**src/rtl/seq_multiplier.sv**
```systemverilog
// Sequential shift-add multiplier: one operand bit per clock, WIDTH steps per product.
// Define SEQ_MULT_SIGNED_EN to treat a, b and p as two's-complement signed values.
module seq_multiplier #(
    parameter int WIDTH = 8
) (
    input  logic                 clk,
    input  logic                 rst,
    input  logic                 start,
    input  logic [WIDTH-1:0]     a,
    input  logic [WIDTH-1:0]     b,
    output logic                 busy,
    output logic                 done,
    output logic [2*WIDTH-1:0]   p
);

    localparam int PW = 2 * WIDTH;
    localparam int CW = $clog2(WIDTH + 1);

    typedef enum logic {
        IDLE = 1'b0,
        RUN  = 1'b1
    } state_t;

    state_t          state;
    state_t          state_next;
    logic [PW-1:0]   mcand;
    logic [PW-1:0]   acc;
    logic [PW-1:0]   addend;
    logic [PW-1:0]   acc_next;
    logic [PW-1:0]   a_ext;
    logic [WIDTH-1:0] mplier;
    logic [CW-1:0]   cnt;
    logic            last_step;

    assign last_step = (cnt == CW'(WIDTH - 1));
    assign busy      = (state == RUN);
    assign addend    = mplier[0] ? mcand : '0;

`ifdef SEQ_MULT_SIGNED_EN
    assign a_ext = {{WIDTH{a[WIDTH-1]}}, a};
    // The multiplier's sign bit carries weight -2^(WIDTH-1), so the final step subtracts.
    assign acc_next = last_step ? (acc - addend) : (acc + addend);
`else
    assign a_ext    = {{WIDTH{1'b0}}, a};
    assign acc_next = acc + addend;
`endif

    always_ff @(posedge clk or posedge rst) begin
        if (rst) begin
            state <= IDLE;
        end else begin
            state <= state_next;
        end
    end

    always_comb begin
        state_next = state;
        case (state)
            IDLE:    if (start) state_next = RUN;
            RUN:     if (last_step) state_next = IDLE;
            default: state_next = IDLE;
        endcase
    end

    always_ff @(posedge clk or posedge rst) begin
        if (rst) begin
            mcand  <= '0;
            mplier <= '0;
            acc    <= '0;
            cnt    <= '0;
            p      <= '0;
            done   <= 1'b0;
        end else begin
            done <= 1'b0;
            case (state)
                IDLE: begin
                    if (start) begin
                        mcand  <= a_ext;
                        mplier <= b;
                        acc    <= '0;
                        cnt    <= '0;
                    end
                end
                RUN: begin
                    acc    <= acc_next;
                    mcand  <= mcand << 1;
                    mplier <= mplier >> 1;
                    cnt    <= cnt + CW'(1);
                    // p only moves on completion, so it holds through the next run.
                    if (last_step) begin
                        p    <= acc_next;
                        done <= 1'b1;
                    end
                end
                default: ;
            endcase
        end
    end

endmodule
```
**config.mk**
```make
export PLATFORM = sky130hd
export DESIGN_NAME = seq_multiplier
export DESIGN_NICKNAME = d
export VERILOG_FILES = /design/src/rtl/seq_multiplier.sv
export SDC_FILE = /design/constraint.sdc
export NUM_CORES = 1
export LEC_CHECK = 0
export ABC_AREA = 1
export BUFFER_PORTS_ARGS = -buffer_cell sky130_fd_sc_hd__buf_2
export CAP_MARGIN = 10
export CORE_UTILIZATION = 50
export CTS_CLUSTER_SIZE = 10
export DETAILED_ROUTE_END_ITERATION = 12
export HOLD_SLACK_MARGIN = 0.05
export PLACE_DENSITY_LB_ADDON = 0.2
export SLEW_MARGIN = 10
export SYNTH_ARGS = -nofsm -noshare
export SYNTH_HDL_FRONTEND = slang
export SYNTH_SLANG_ARGS = --single-unit
```
**constraint.sdc**
```tcl
create_clock -name clk -period 3.3 [get_ports clk]
set_clock_uncertainty 0.05 [all_clocks]
set_input_delay 0.33 -clock clk [delete_from_list [all_inputs] [get_ports clk]]
set_output_delay 0.33 -clock clk [all_outputs]
set_load 0.03 [all_outputs]
```
# ---- Yosys cells after proc, flatten, opt, wreduce, memory -nomap -nowiden
# Cells that the tools add are included.
dict set report op_classes {
  n_addsub 2
  eq_ne 2
  muxes 14
  bitwise_logic 1
  reduce_logical 1
}
# operator n
set ops {}
lappend ops {{16-bit one-hot mux with 2 select lines} 2}
lappend ops {{16-bit 2-to-1 mux} 3}
lappend ops {{16-bit adder} 1}
lappend ops {{8-bit one-hot mux with 2 select lines} 1}
lappend ops {{8-bit 2-to-1 mux} 1}
lappend ops {{4-bit one-hot mux with 2 select lines} 1}
lappend ops {{4-bit by 1-bit adder with 4-bit output (second input constant)} 1}
lappend ops {{4-bit by 3-bit equality test with 1-bit output (second input constant)} 1}
lappend ops {{1-bit 2-to-1 mux} 4}
lappend ops {{4-bit 2-to-1 mux} 1}
lappend ops {{2-bit inequality test (second input constant)} 1}
lappend ops {{1-bit one-hot mux with 2 select lines} 1}
lappend ops {{2-bit AND reduction} 1}
lappend ops {{1-bit inverter} 1}
dict set report word_totals {
  regBits 62
  inputBits 19
  out_inout_bits 18
  wordCells 27
}

# ---- Longest topological paths before layout
dict set report depth {
  depth_word 3
  mapped_depth 15
  ltp_nobuf 13
}

# ---- Worst setup path after synthesis
# OpenSTA, ideal clock, no wires.
dict set report synth_timing {
  path_type {register to register}
  from {reg mplier[0]}
  to {reg acc[6]}
  arrival_ns 1.950
  required_ns 3.133
  path_slack_ns 1.183
  stages_incl_launch_ff 14
  n_path_buf 2
  period_less_slack_ns 2.117
  path_cell_list {dfrtp_1 -> buf_2 -> clkbuf_1 -> nand2_1 -> inv_1 -> ha_1 -> fa_1 -> nand2_1 -> nand2_1 -> nand3b_1 -> nand2_1 -> or2_1 -> nand3_1 -> nand2_1}
}
dict set report synth_between {
  elab_chain_len 3
}
# element line_no
set synth_lines {}
lappend synth_lines {{start: declaration} 31} ;# logic [WIDTH-1:0] mplier;
lappend synth_lines {{start signal: assignment} 87} ;# mplier <= mplier >> 1;
lappend synth_lines {{16-bit 2-to-1 mux} 37} ;# assign addend = mplier[0] ? mcand : '0;
lappend synth_lines {{16-bit adder} 45} ;# assign acc_next = acc + addend;
lappend synth_lines {{16-bit one-hot mux with 2 select lines} 75} ;# case (state)
lappend synth_lines {{end signal: assignment} 85} ;# acc <= acc_next;
lappend synth_lines {{end: declaration} 27} ;# logic [PW-1:0] acc;
# No other way between the ends.
# A chain may end at the register's enable or synchronous reset.

# ---- Worst setup path after layout
dict set report layout_timing {
  from {reg mplier[0]}
  to {reg p[8]}
}
dict set report layout_between {
  elab_chain_len 2
}
# element line_no
set layout_lines {}
lappend layout_lines {{16-bit 2-to-1 mux} 37}
lappend layout_lines {{16-bit adder} 45}
lappend layout_lines {{end signal: assignment} 91} ;# p <= acc_next;
lappend layout_lines {{end: declaration} 13} ;# output logic [2*WIDTH-1:0] p
# No other way between the ends.

==> metrics.cfg <==
[setup_path]
cp_max_fo = 17
critPathLaunchType = register
cp_slowest_cell = dfrtp_1
startpoint = mplier[0]
crit_path_max_incr_delay_ps = 560
worstPathRequired_ps = 3530
timing.critical_path.arrival_ps = 2450
timing.critical_path.cells = nand2_1 -> inv_1 -> ha_1 -> fa_1 -> nand2_1 -> nand2_1 -> and2_4 -> nand2_1 -> nand2_1 -> xor2_1 -> nand2_1 -> nand2_1
timing.setup.critical_path_class = register to register
startpoint_of_the_worst_register_to_register_path = mplier[0]
cpMostUsedCell = nand2_1
crit_family = simple AND/OR/NAND/NOR gates
timing.critical_path.buf_inv = 1
worst_setup_path_end_kind = register

[timing]
rsz0062_at_grt = false
maxSlewHeadroom_pct = 66.52
fmaxAchievable_mhz = 451.3
worst_pin_slew_ps = 502.2
fin_worst_hold_slack_ps = 132.9
timing.final.hold_violations = 0
fin_tns_setup_ps = 0
min_period_over_period_pct = 67.15
finalSetupViolCount = 0
timing.final.max_slew_violations = 0
period_minus_slack_ps = 2216
final_worst_path_setup_slack_ps = 1084

[detailed_routing]
drt-initial-drc-count = 146
detailroute.via_count = 2913
routed_wl_mm = 7.505
postRouteAntennaNets = 0
router_iterations_before_antenna_repair = 4
avgRoutedWirePerCell_um = 12.87
via_per_inst = 4.997
drcViolationCount = 0

[placement]
placed_cell_area_um2 = 3731
placed_cells = 566
dp.final_hpwl_mm = 5.523
numPortBuffers = 36
finalWeightedCongestion = 0.8897
detailedPlace.worstSlack_ps = 1103

[grt]
grt_first_pass_wirelength_mm = 13.16
overflow = 0
grt_antenna_before_repair = 0
grtUsageTotal_pct = 23.38
first_global_vias = 2861
pin_count_of_the_biggest_net_entering_global_routing = 23

[floorplan]
die_w_um = 85.47
coreArea_um2 = 6756
dieArea_um2 = 7304
pin_count = 37
die_h_um = 85.47
rows = 30
initial_utilization_pct = 51.56

[layout]
num-fill-cells = 642
final-instance-count-excl-fill = 583
area_delta_synth_final_pct = 13.54
drive_gt1_share_pct = 15.51
design_area_um2 = 3955
mostFrequentLayoutCells = nand2_1 (189), dfrtp_1 (62), inv_1 (60)
mostFrequentLayoutCell = nand2_1
fin_nets = 534
antennaDiodeCount = 0

[yosys]
synth_edf_count = 0
ys_ff_latch = 62
synth_async_sr_flop_share_pct = 100.0
mapped_cell_area_um2 = 3483
yosys_warnings = 0
main_flop_type_after_synthesis = dfrtp_1
synth_fp_nets = 495
avgSynthCellArea_um2 = 7.589
ys_types = 35
synth-seq-area-share_pct = 44.54
syn_inst_count = 459

[clocking]
clk_pin_slew_worst_paths_ps = 70
postCtsSetupRepairBufs = 0
total_cts_buffers = 9
clock_tree.buffer_depth = 2
worst_skew_pair_later_pin_latency_ps = 340
tritoncts_clock_tree = yes
cts-root-buf = clkbuf_8
tritoncts_num_sinks = 62
cts_htree_levels = 3
ctsResizeCount = 0

[power_and_ir_drop]
p_leak_nw = 2.323
worst_ir_drop_vdd_mv = 0.3636
pd_cells_nw_per_um2 = 798.2

[job]
max_cap_viol_count = 0

[hold_path]
timing.hold.worst.class = primary input to register
hold_path_startpoint = b[6]

[run_status]
run_status = finished, final reports clean

-- state kept, by name, summed over array words and instances, names as in the netlist --
name    cells
busy        1
p          16
mcand      16
mplier      8
done        1
acc        16
cnt         4
-- stage by stage --
| step | total power (W) | utilization, % |
|---|---|---|
| finish | 0.003157 | 58.54 |
| global route | 0.003401 | 58.54 |
| CTS | 0.003182 | 58.54 |
| detailed placement | 0.002437 | 55.22 |
| global placement | 0.002401 | 55.22 |
| floorplan | 0.002133 | - |
-- worst reg2reg max path, cell delays in order (launching register included) --
cell and delay [ps]:
dfrtp_1 560, nand2_1 140, inv_1 50, ha_1 200, fa_1 400, nand2_1 80, nand2_1 70, and2_4 150
nand2_1 50, nand2_1 60, xor2_1 210, nand2_1 80, nand2_1 60
-- worst paths after layout --
path / end / slack [ps] / cells after the start
max in group asynchronous: acc[15] / 2090 / 4
hold / removal: mplier[6] / 130 / 3
hold reg to reg: p[2] / 420 / 2
min in group asynchronous: mcand[14] / 460 / 3
setup / recovery: p[8] / 1080 / 12
setup reg to reg: p[8] / 1080 / 12
-- cell type report --
class	instances	area (um2)	area share, %
Clock inverter	6	86.33	2.183
Timing Repair Buffer	42	227.7	5.758
Sequential cell	62	1551	39.23
Tap cell	80	100.1	2.531
Clock buffer	10	127.6	3.227
Multi-Input combinational cell	313	1599	40.43
Inverter	70	262.8	6.643
-- logic make-up after synthesis --
logic type	count (synthesis)	synth area share, %
xor+xnor	5	1.257
compound gates	36	6.753
fa+ha+maj	17	6.322
flops	62	44.54
simple gates	255	31.57
buf+inv	84	9.555
-- timing repair --
action,CTS,global route
endpoints found under the setup margin,0,0
hold buffers,1,0
endpoints found under the hold margin,18,0
-- power by group --
| part | switching (W) | internal [W] | total, W |
|---|---|---|---|
| Sequential | 0.000212 | 0.00104 | 0.00126 |
| Clock | 0.000315 | 0.000424 | 0.000739 |
| Combinational | 0.000753 | 0.000410 | 0.00116 |
-- routing by layer --
| layer | global-route usage, % | share of wire [%] | vias up |
|---|---|---|---|
| met3 | 4.377 | 3.1 | 14 |
| met5 | 0 | 0 | - |
| li1 | - | - | 1510 |
| met4 | 9.848 | 2.2 | 0 |
| met1 | 32.75 | 50 | 1330 |
| met2 | 35.64 | 45 | 59 |
-- Yosys cell counts, types with 4 or more instances --
master | instances | area (um2)
nand2_1 | 189 | 709.4
dfrtp_1 | 62 | 1551
inv_1 | 61 | 229.0
nand3_1 | 34 | 170.2
ha_1 | 16 | 200.2
buf_2 | 11 | 55.05
nor2_1 | 11 | 41.29
inv_2 | 9 | 33.78
o21ai_0 | 7 | 35.03
o22ai_1 | 7 | 43.79
a21oi_1 | 5 | 25.02
o21ai_1 | 4 | 20.02
or2_1 | 4 | 25.02
xor2_1 | 4 | 35.03
Power figures use the tool's default switching activity.
